**config.mk**
```make
export PLATFORM = sky130hd
export DESIGN_NAME = cc_cond_unit_flat
export DESIGN_NICKNAME = d
export VERILOG_FILES = /design/src/rtl/cc_cond_unit_if.sv /design/src/rtl/cc_cond_unit.sv /design/src/flat_wrapper.sv
export SDC_FILE = /design/constraint.sdc
export NUM_CORES = 1
export LEC_CHECK = 0
export CAP_MARGIN = 25
export CORE_AREA = 3 3 40 42
export DETAILED_ROUTE_END_ITERATION = 16
export DIE_AREA = 0 0 43 45
export SLEW_MARGIN = 20
export SYNTH_ARGS = -nofsm -noshare
export SYNTH_HDL_FRONTEND = slang
export SYNTH_SLANG_ARGS = --single-unit
```
**constraint.sdc**
```tcl
create_clock -name clk -period 2.9 [get_ports clk]
set_input_delay 0.58 -clock clk [delete_from_list [all_inputs] [get_ports clk]]
set_output_delay 0.58 -clock clk [all_outputs]
set_load 0.01 [all_outputs]
```
**src/rtl/cc_cond_unit_if.sv**
```systemverilog
// Execute-stage bundle between the pipeline and the condition-code unit.
// Valid/ready note: in_valid qualifies the instruction fields; there is no ready, the unit always accepts.
interface cc_cond_unit_if;
    logic       in_valid;
    logic [3:0] icode;
    logic [3:0] ifun;
    logic [0:2] alu_cc;
    logic       freeze;
    logic       err;
    logic [0:2] cc;
    logic       cnd;
    logic       e_cnd;
    logic       cc_wr;
    logic       stopped;

    modport master (
        output in_valid, icode, ifun, alu_cc, freeze, err,
        input  cc, cnd, e_cnd, cc_wr, stopped
    );

    modport slave (
        input  in_valid, icode, ifun, alu_cc, freeze, err,
        output cc, cnd, e_cnd, cc_wr, stopped
    );
endinterface

```
**src/rtl/cc_cond_unit.sv**
```systemverilog
// Condition-code register and jXX/cmovXX evaluator; flag updates stop for good
// once a halt or faulting instruction reaches execute, until reset.
module cc_cond_unit #(
    parameter logic [3:0] OPQ_CODE  = 4'h6,
    parameter logic [3:0] HALT_CODE = 4'h0,
    parameter logic [0:2] CC_RESET  = 3'b100
) (
    input  logic          clk,
    input  logic          rst,
    cc_cond_unit_if.slave bus
);
    typedef enum logic {ST_RUN = 1'b0, ST_STOPPED = 1'b1} state_t;

    state_t     r_state;
    state_t     w_state_nxt;
    logic [0:2] r_cc;
    logic       r_e_cnd;
    logic       r_cc_wr;
    logic       w_cnd;
    logic       w_x;
    logic       w_run;
    logic       w_cc_we;

    assign w_run   = (r_state == ST_RUN);
    // Faulting OPq never writes: err blocks the write as well as stopping the FSM.
    assign w_cc_we = w_run && bus.in_valid && (bus.icode == OPQ_CODE)
                     && !bus.freeze && !bus.err;

    always_comb begin
        w_state_nxt = r_state;
        case (r_state)
            ST_RUN: begin
                if (bus.in_valid && ((bus.icode == HALT_CODE) || bus.err))
                    w_state_nxt = ST_STOPPED;
            end
            ST_STOPPED: w_state_nxt = ST_STOPPED;
            default:    w_state_nxt = ST_RUN;
        endcase
    end

    always_ff @(posedge clk or posedge rst) begin
        if (rst) r_state <= ST_RUN;
        else     r_state <= w_state_nxt;
    end

    // Bit order: [0]=ZF, [1]=SF, [2]=OF.
    assign w_x = r_cc[1] ^ r_cc[2];

    always_comb begin
        w_cnd = 1'b0;
        case (bus.ifun)
            4'd0:    w_cnd = 1'b1;
            4'd1:    w_cnd = w_x | r_cc[0];
            4'd2:    w_cnd = w_x;
            4'd3:    w_cnd = r_cc[0];
            4'd4:    w_cnd = ~r_cc[0];
            4'd5:    w_cnd = ~w_x;
            4'd6:    w_cnd = ~w_x & ~r_cc[0];
            default: w_cnd = 1'b0;
        endcase
    end

    always_ff @(posedge clk or posedge rst) begin
        if (rst) begin
            r_cc    <= CC_RESET;
            r_cc_wr <= 1'b0;
            r_e_cnd <= 1'b0;
        end else begin
            r_cc_wr <= w_cc_we;
            if (w_cc_we)
                r_cc <= bus.alu_cc;
            if (w_run && bus.in_valid)
                r_e_cnd <= w_cnd;
        end
    end

    assign bus.cc      = r_cc;
    assign bus.cnd     = w_cnd;
    assign bus.e_cnd   = r_e_cnd;
    assign bus.cc_wr   = r_cc_wr;
    assign bus.stopped = (r_state == ST_STOPPED);
endmodule

```
**src/flat_wrapper.sv**
```systemverilog
// flat-port wrapper written by rule: the top's interface ports become plain ports
module cc_cond_unit_flat 
#(
    parameter logic [3:0] OPQ_CODE  = 4'h6,
    parameter logic [3:0] HALT_CODE = 4'h0,
    parameter logic [0:2] CC_RESET  = 3'b100
)
  (clk, rst, bus_in_valid, bus_icode, bus_ifun, bus_alu_cc, bus_freeze, bus_err, bus_cc, bus_cnd, bus_e_cnd, bus_cc_wr, bus_stopped);
  cc_cond_unit_if bus_i ();
  input  logic clk;
  input  logic rst;
  input wire logic [$bits(bus_i.in_valid)-1:0] bus_in_valid;
  input wire logic [$bits(bus_i.icode)-1:0] bus_icode;
  input wire logic [$bits(bus_i.ifun)-1:0] bus_ifun;
  input wire logic [$bits(bus_i.alu_cc)-1:0] bus_alu_cc;
  input wire logic [$bits(bus_i.freeze)-1:0] bus_freeze;
  input wire logic [$bits(bus_i.err)-1:0] bus_err;
  output wire logic [$bits(bus_i.cc)-1:0] bus_cc;
  output wire logic [$bits(bus_i.cnd)-1:0] bus_cnd;
  output wire logic [$bits(bus_i.e_cnd)-1:0] bus_e_cnd;
  output wire logic [$bits(bus_i.cc_wr)-1:0] bus_cc_wr;
  output wire logic [$bits(bus_i.stopped)-1:0] bus_stopped;
  assign bus_i.in_valid = bus_in_valid;
  assign bus_i.icode = bus_icode;
  assign bus_i.ifun = bus_ifun;
  assign bus_i.alu_cc = bus_alu_cc;
  assign bus_i.freeze = bus_freeze;
  assign bus_i.err = bus_err;
  assign bus_cc = bus_i.cc;
  assign bus_cnd = bus_i.cnd;
  assign bus_e_cnd = bus_i.e_cnd;
  assign bus_cc_wr = bus_i.cc_wr;
  assign bus_stopped = bus_i.stopped;
  cc_cond_unit #(.OPQ_CODE(OPQ_CODE), .HALT_CODE(HALT_CODE), .CC_RESET(CC_RESET)) u_core (.clk(clk), .rst(rst), .bus(bus_i));
endmodule
```
==> results of run 1 <==
[through the flow]
step                total power, uW  util, %  instance area (um^2)  std cells
detailed placement            136.5    43.14                 554.3         67
floorplan                     104.7        -                 315.3         30
CTS                           223.3    45.18                 580.6         71
global route                  227.4    45.37                 583.1         71
finish                        216.5    45.37                 583.1         71
global placement              136.2    43.14                 554.3         67
[where the power goes]
group / switching [uW] / total [uW] / internal [uW] / leakage [uW]
sequential: 1.62 / 88.7 / 87.1 / 0.0000741
combinational: 15.2 / 45.7 / 30.5 / 0.000182
clock: 29.9 / 82.0 / 52.1 / 0.0000150
total: 46.8 / 217 / 170 / 0.000271
[cell families (layout without fill, tap and decap cells)]
kind of cell | after synthesis | count (layout)
buffers and inverters | 3 | 29
XOR/XNOR | 1 | 1
AO/OA/AOI/OAI | 6 | 6
multiplexers | 3 | 3
AND/OR/NAND/NOR | 11 | 11
flip-flops | 6 | 6
[registers in the layout (all words and copies together) (netlist names)]
| register | cells |
|---|---|
| u_core.bus.cc | 3 |
| u_core.bus.e_cnd | 1 |
| u_core.bus.cc_wr | 1 |
| u_core.bus.stopped | 1 |
[layout make-up]
type / instances / area share (%)
Timing Repair Buffer: 22 / 38.20
Clock buffer: 4 / 4.506
Multi-Input combinational cell: 21 / 26.18
Tap cell: 15 / 3.219
Inverter: 3 / 1.931
Sequential cell: 6 / 25.97
[final timing paths]
kind                            slack, ns  depth (start not counted)          endpoint
worst max-delay path                 0.51                          6           bus_cnd
worst min-delay path                 0.48                          2  u_core.bus.e_cnd
worst max register to register       1.57                          4  u_core.bus.e_cnd
worst min register to register       0.48                          2  u_core.bus.e_cnd
max in group asynchronous            2.10                          2  u_core.bus.cc[0]
min in group asynchronous            0.54                          2  u_core.bus.e_cnd
[layer usage]
| layer | global-route usage (%) | vias up | share of wire [%] |
|---|---|---|---|
| met1 | 9.606 | 138 | 42 |
| met3 | 2.789 | 0 | 7.7 |
| li1 | - | 159 | - |
| met4 | 7.229 | 0 | 0 |
| met2 | 14.37 | 10 | 50 |
| met5 | 0 | - | 0 |
[placed cells by master, fill, tap and decap left out, drive strengths merged]
master         synthesis  routed
a211oi                 1       1
a21o                   1       1
a21oi                  1       1
clkbuf                 0       4
clkdlybuf4s50          0      21
dfrtp                  5       5
dfstp                  1       1
dlymetal6s2s           0       1
inv                    3       3
mux2                   3       3
nand2                  2       2
nand2b                 2       2
nor2                   1       1
nor2b                  1       1
nor3                   3       3
nor4                   1       1
nor4bb                 1       1
o21ai                  1       1
o31ai                  1       1
o41ai                  1       1
xor2                   1       1
[worst max-delay path: stages]
cell and delay [ns]:
clkdlybuf4s50_1 0.50, inv_1 0.06, o31ai_1 0.22, nor2_1 0.10
nor3_1 0.17, dlymetal6s2s_1 0.18
[timing repair]
action                     in CTS  in global routing
gates resized for setup         0                  1
setup endpoints to repair       0                  1
hold endpoints to repair        0                  0
==> metrics.yaml, run 1 <==
placed_design:
  dp_slack_ns: 0.1133
  portBuffers: 22
  place_hpwl_um: 634.8
  gp_congestion: 0.6039
sta:
  fin_worst_skew_ns: 0.004528
  slew_violations: 0
  whs_ns: 0.4772
  period_needed_ns: 2.390
  fin_crit_sh_pct: 82.43
  tightest_slew_ns: 0.2844
  max_freq_ghz: 0.4183
  max_slew_margin_pct: 80.90
  finalHoldViolations: 0
  rsz0062_at_grt: "false"
  finalWorstSetupSlack_ns: 0.5096
  setup_viol: 0
  tns_ns: 0
clocking:
  clockBufferDepth: 2
  clk_pin_slew_ns: 0.05
  worstSkewPairLatency_ns: 0.24
  htreeDepth: 1
  root_buffer: "clkbuf_4"
  postCtsSetupBuffers: 0
  cts_tree: "yes"
  cts.sinks: 6
  ctsHoldBuffers: 0
  cts_made_buffers: 3
routing:
  first_pass_iters: 1
  drc: 0
  drt-initial-drc-count: 0
  num_vias: 307
  wl_um: 743
  viasPerCell: 4.324
  ant_nets: 0
  wl_per_cell_um: 10.46
floorplanning:
  die_w_um: 43
  core_area_um2: 1285
  num_rows: 13
  die_h_um: 45
  die_area_um2: 1935
  ios: 23
  start_util_pct: 24.54
setup_path:
  worstPathRequired_ns: 2.32
  critPathArrivalTime_ns: 1.81
  timing.rr.start: "u_core.bus.cc[2]"
  startpoint_type: "input port"
  crit_type: "in2out"
  crit_fanout: 3
  crit_start: "bus_ifun[0]"
  end_kind: "output port"
yosys:
  synth-simple-area-share_pct: 19.44
  yosysSeqAreaShare_pct: 48.02
  async_flop_share_pct: 100.0
  synth_fa_ha_area_share_pct: 0
  synth_edf_count: 0
  synth_largest_area_cell: "dfrtp_1"
  synth_flop_cell: "dfrtp_1"
  yosys-mux-area-fraction_pct: 10.71
  synth_compound_area_share_pct: 15.48
  postSynthCellCount: 30
  ys_top_cells_by_area: "dfrtp_1 40%, mux2_2 11%, dfstp_2 8.3%"
  ys_types: 18
  synth_xor_area_share_pct: 2.778
  netlist_area_um2: 315.3
  synth.most_common_cell: "dfrtp_1"
  synth_top_family_by_area: "simple AND/OR/NAND/NOR gates"
  synth.top_cells.by_count: "5 x dfrtp_1, 3 x inv_1, 3 x mux2_2, 3 x nor3_1"
  synth_top_area_share_pct: 39.68
  yosysWarnings: 0
  ys_ff_latch: 6
  synth_nets: 46
  synth_area_per_cell_um2: 10.51
layout:
  fillCellCount: 143
  multiInputGateArea_um2: 152.6
  diodes: 0
  nets: 73
  seqCellArea_um2: 151.4
  drive_above_1_share_pct: 14.29
  syn_to_final_growth_pct: 84.92
grt:
  antenna_found_initial: 0
  grt.overflow.total: 0
  grt_max_degree: 7
  track_usage_pct: 8.893
  grt_pass1_wl_mm: 1.276
  grt_pass1_vias: 352
power_and_ir_drop:
  leakage_uw: 0.0002710
  irDropWorstVdd_mv: 0.1499
  powerDensity_nw_per_um2: 371.3
min_path:
  hp-class: "reg2reg"
  hp-start: "u_core.bus.e_cnd"
outcome:
  outcome: "finished, final reports clean"
flow_run:
  drv_cap: 0
Note: power is estimated with default switching activity, not from simulation.
==> inputs of run 2 (changes only) <==
==> constraint.sdc (replaced) <==
create_clock -name clk -period 2.5 [get_ports clk]
set_input_delay 0.5 -clock clk [delete_from_list [all_inputs] [get_ports clk]]
set_output_delay 0.5 -clock clk [all_outputs]
set_load 0.01 [all_outputs]
==> run 2 against run 1 <==
Compared with the run above:
- die area unchanged
- combinational power increased by 24%
- first-iteration DRC count unchanged
- sequential share of layout area decreased by 0.81 points
- clock skew decreased by 0.0044 ns
- count of clock-buffer cells in the layout unchanged
- critical path depth unchanged
- worst setup slack got worse by 0.37 ns
- clock power increased by 19%
- highest routed layer is now met4
==> metrics.yaml, run 2 (synthesis results as in run 1) <==
flow_run:
  drv_cap: 0  # unchanged
sta:
  period_needed_ns: 2.360
  tightest_slew_ns: 0.2594  # -0.02493 ns
  finalHoldViolations: 0  # unchanged
  fin_crit_sh_pct: 94.40
  slew_violations: 0  # unchanged
  finalWorstSetupSlack_ns: 0.1400  # -0.3696 ns
  fin_worst_skew_ns: 0.0001271  # -0.004401 ns
  setup_viol: 0  # unchanged
  rsz0062_at_grt: "false"
  max_freq_ghz: 0.4237
  max_slew_margin_pct: 82.65  # +1.7 points
clocking:
  postCtsSetupBuffers: 0  # unchanged
  cts_made_buffers: 3  # unchanged
  clk_pin_slew_ns: 0.05  # about the same
  worstSkewPairLatency_ns: 0.24  # about the same
  cts_tree: "yes"
  root_buffer: "clkbuf_4"
  ctsResizeCount: 1  # +1
  cts.sinks: 6  # unchanged
  clockBufferDepth: 2  # unchanged
  ctsHoldBuffers: 0  # unchanged
  htreeDepth: 1  # unchanged
grt:
  grt_pass1_vias: 334  # -5.1%
  grt.overflow.total: 0  # unchanged
  antenna_found_initial: 0  # unchanged
  grt_pass1_wl_mm: 1.311  # +2.7%
  grt_max_degree: 7  # unchanged
  track_usage_pct: 9.404  # +0.51 points
setup_path:
  crit_fanout: 3  # unchanged
  crit_start: "bus_ifun[0]"
  r2r_slack_ns: 1.01  # -0.56 ns
  cp_slowest_cell: "clkdlybuf4s50_1"
  end_kind: "output port"
  path_cells: "clkdlybuf4s50_1 > inv_1 > o31ai_1 > nor2_1 > nor3_1 > dlygate4sd2_1"
  cp-endpoint: "bus_cnd"
  reg2reg_to: "u_core.bus.e_cnd"
  slowest_delay_ns: 0.49  # about the same
  ff2ff_path_depth: 5  # +1
  critPathArrivalTime_ns: 1.86  # +0.05 ns
  worstPathRequired_ns: 2.00  # -0.32 ns
  crit_type: "in2out"
  startpoint_type: "input port"
  timing.rr.start: "u_core.bus.cc[2]"
layout:
  final_common_cell: "clkdlybuf4s50_1"
  diodes: 0  # unchanged
  layout_common_cells: "21 x clkdlybuf4s50_1, 5 x dfrtp_1"
  stdcell_count: 74  # +4.2%
  largest_reg_flops: 3  # unchanged
  drive_above_1_share_pct: 18.64  # +4.4 points
  syn_to_final_growth_pct: 90.87
  fillCellCount: 137  # -4.2%
  nets: 76  # +4.1%
placed_design:
  place_hpwl_um: 644.7  # +1.6%
  gp_congestion: 0.5987  # -0.86%
  dp_slack_ns: -0.1607  # -0.2740 ns
  dpl.cell_count: 70  # +4.5%
  portBuffers: 22  # unchanged
routing:
  ant_nets: 0  # unchanged
  num_vias: 332  # +8.1%
  drt-initial-drc-count: 0  # unchanged
  viasPerCell: 4.486  # +3.8%
  wl_per_cell_um: 10.27  # -1.9%
  wl_um: 760  # +2.3%
  drc: 0  # unchanged
  first_pass_iters: 1  # unchanged
floorplanning:
  die_w_um: 43  # unchanged
  ios: 23  # unchanged
  core_area_um2: 1285  # unchanged
  num_rows: 13  # unchanged
  die_h_um: 45  # unchanged
  start_util_pct: 24.54  # unchanged
  die_area_um2: 1935  # unchanged
min_path:
  hp-class: "in2async"
outcome:
  outcome: "finished, final reports clean"
power_and_ir_drop:
  leakage_uw: 0.0002746  # +1.3%
  powerDensity_nw_per_um2: 427.9  # +15%
  irDropWorstVdd_mv: 0.2098  # +40%
run 2: cell types whose count changed in the layout (fill, tap and decap cells not counted):
cell / change
dlymetal6s2s_1: -1
dlygate4sd2_1: +1
buf_4: +3
run 2: how the worst min path moves through the flow:
stage / cells past startpoint / end
6_report: 2 / u_core.bus.cc_wr
3_3_place_gp: 2 / u_core.bus.e_cnd
4_1_cts: 2 / u_core.bus.cc_wr
2_1_floorplan: 1 / u_core.bus.cc[1]
3_5_place_dp: 2 / u_core.bus.e_cnd
5_1_grt: 2 / u_core.bus.cc_wr
run 2: per-layer routing:
layer  wire, um  global-route usage, %  vias to the layer above
met5          0                      0                        -
met4         14                  9.036                        0
met3         55                  2.390                        2
met2        362                  13.77                       12
met1        327                  11.11                      150
li1           -                      -                      168
run 2: through the flow:
step / cell area, um^2 / utilization (%) / setup TNS (ns) / total power, uW / hold WS (ns)
after floorplan: 315.3 / - / 0 / 121.5 / 0.2902
after global placement: 576.8 / 44.89 / -0.09118 / 162.1 / 0.4618
after detailed placement: 576.8 / 44.89 / -0.1607 / 162.8 / 0.4680
after CTS: 601.8 / 46.84 / 0 / 263.7 / 0.4635
after global routing: 601.8 / 46.84 / 0 / 269.1 / 0.4923
final: 601.8 / 46.84 / 0 / 257.5 / 0.4625
run 2: area by class of cell:
| class | instances | area, um^2 | share of cell area, % |
|---|---|---|---|
| Multi-Input combinational cell | 21 | 152.6 | 25.36 |
| Inverter | 3 | 11.26 | 1.871 |
| Sequential cell | 6 | 151.4 | 25.16 |
| Timing Repair Buffer | 25 | 241.5 | 40.12 |
| Clock buffer | 4 | 26.28 | 4.366 |
| Tap cell | 15 | 18.77 | 3.119 |
run 2: worst max-delay path, delay by kind of cell:
| family | cells | cell delay (ns) |
|---|---|---|
| buf+inv | 3 | 0.83 |
| simple gates | 2 | 0.28 |
| compound gates | 1 | 0.25 |
run 2: power breakdown:
part | leakage, uW | switching (uW) | internal (uW)
combinational | 0.000185 | 18.5 | 38.3
sequential | 0.0000741 | 1.83 | 101
clock | 0.0000150 | 37.2 | 60.6
total | 0.000275 | 57.6 | 200
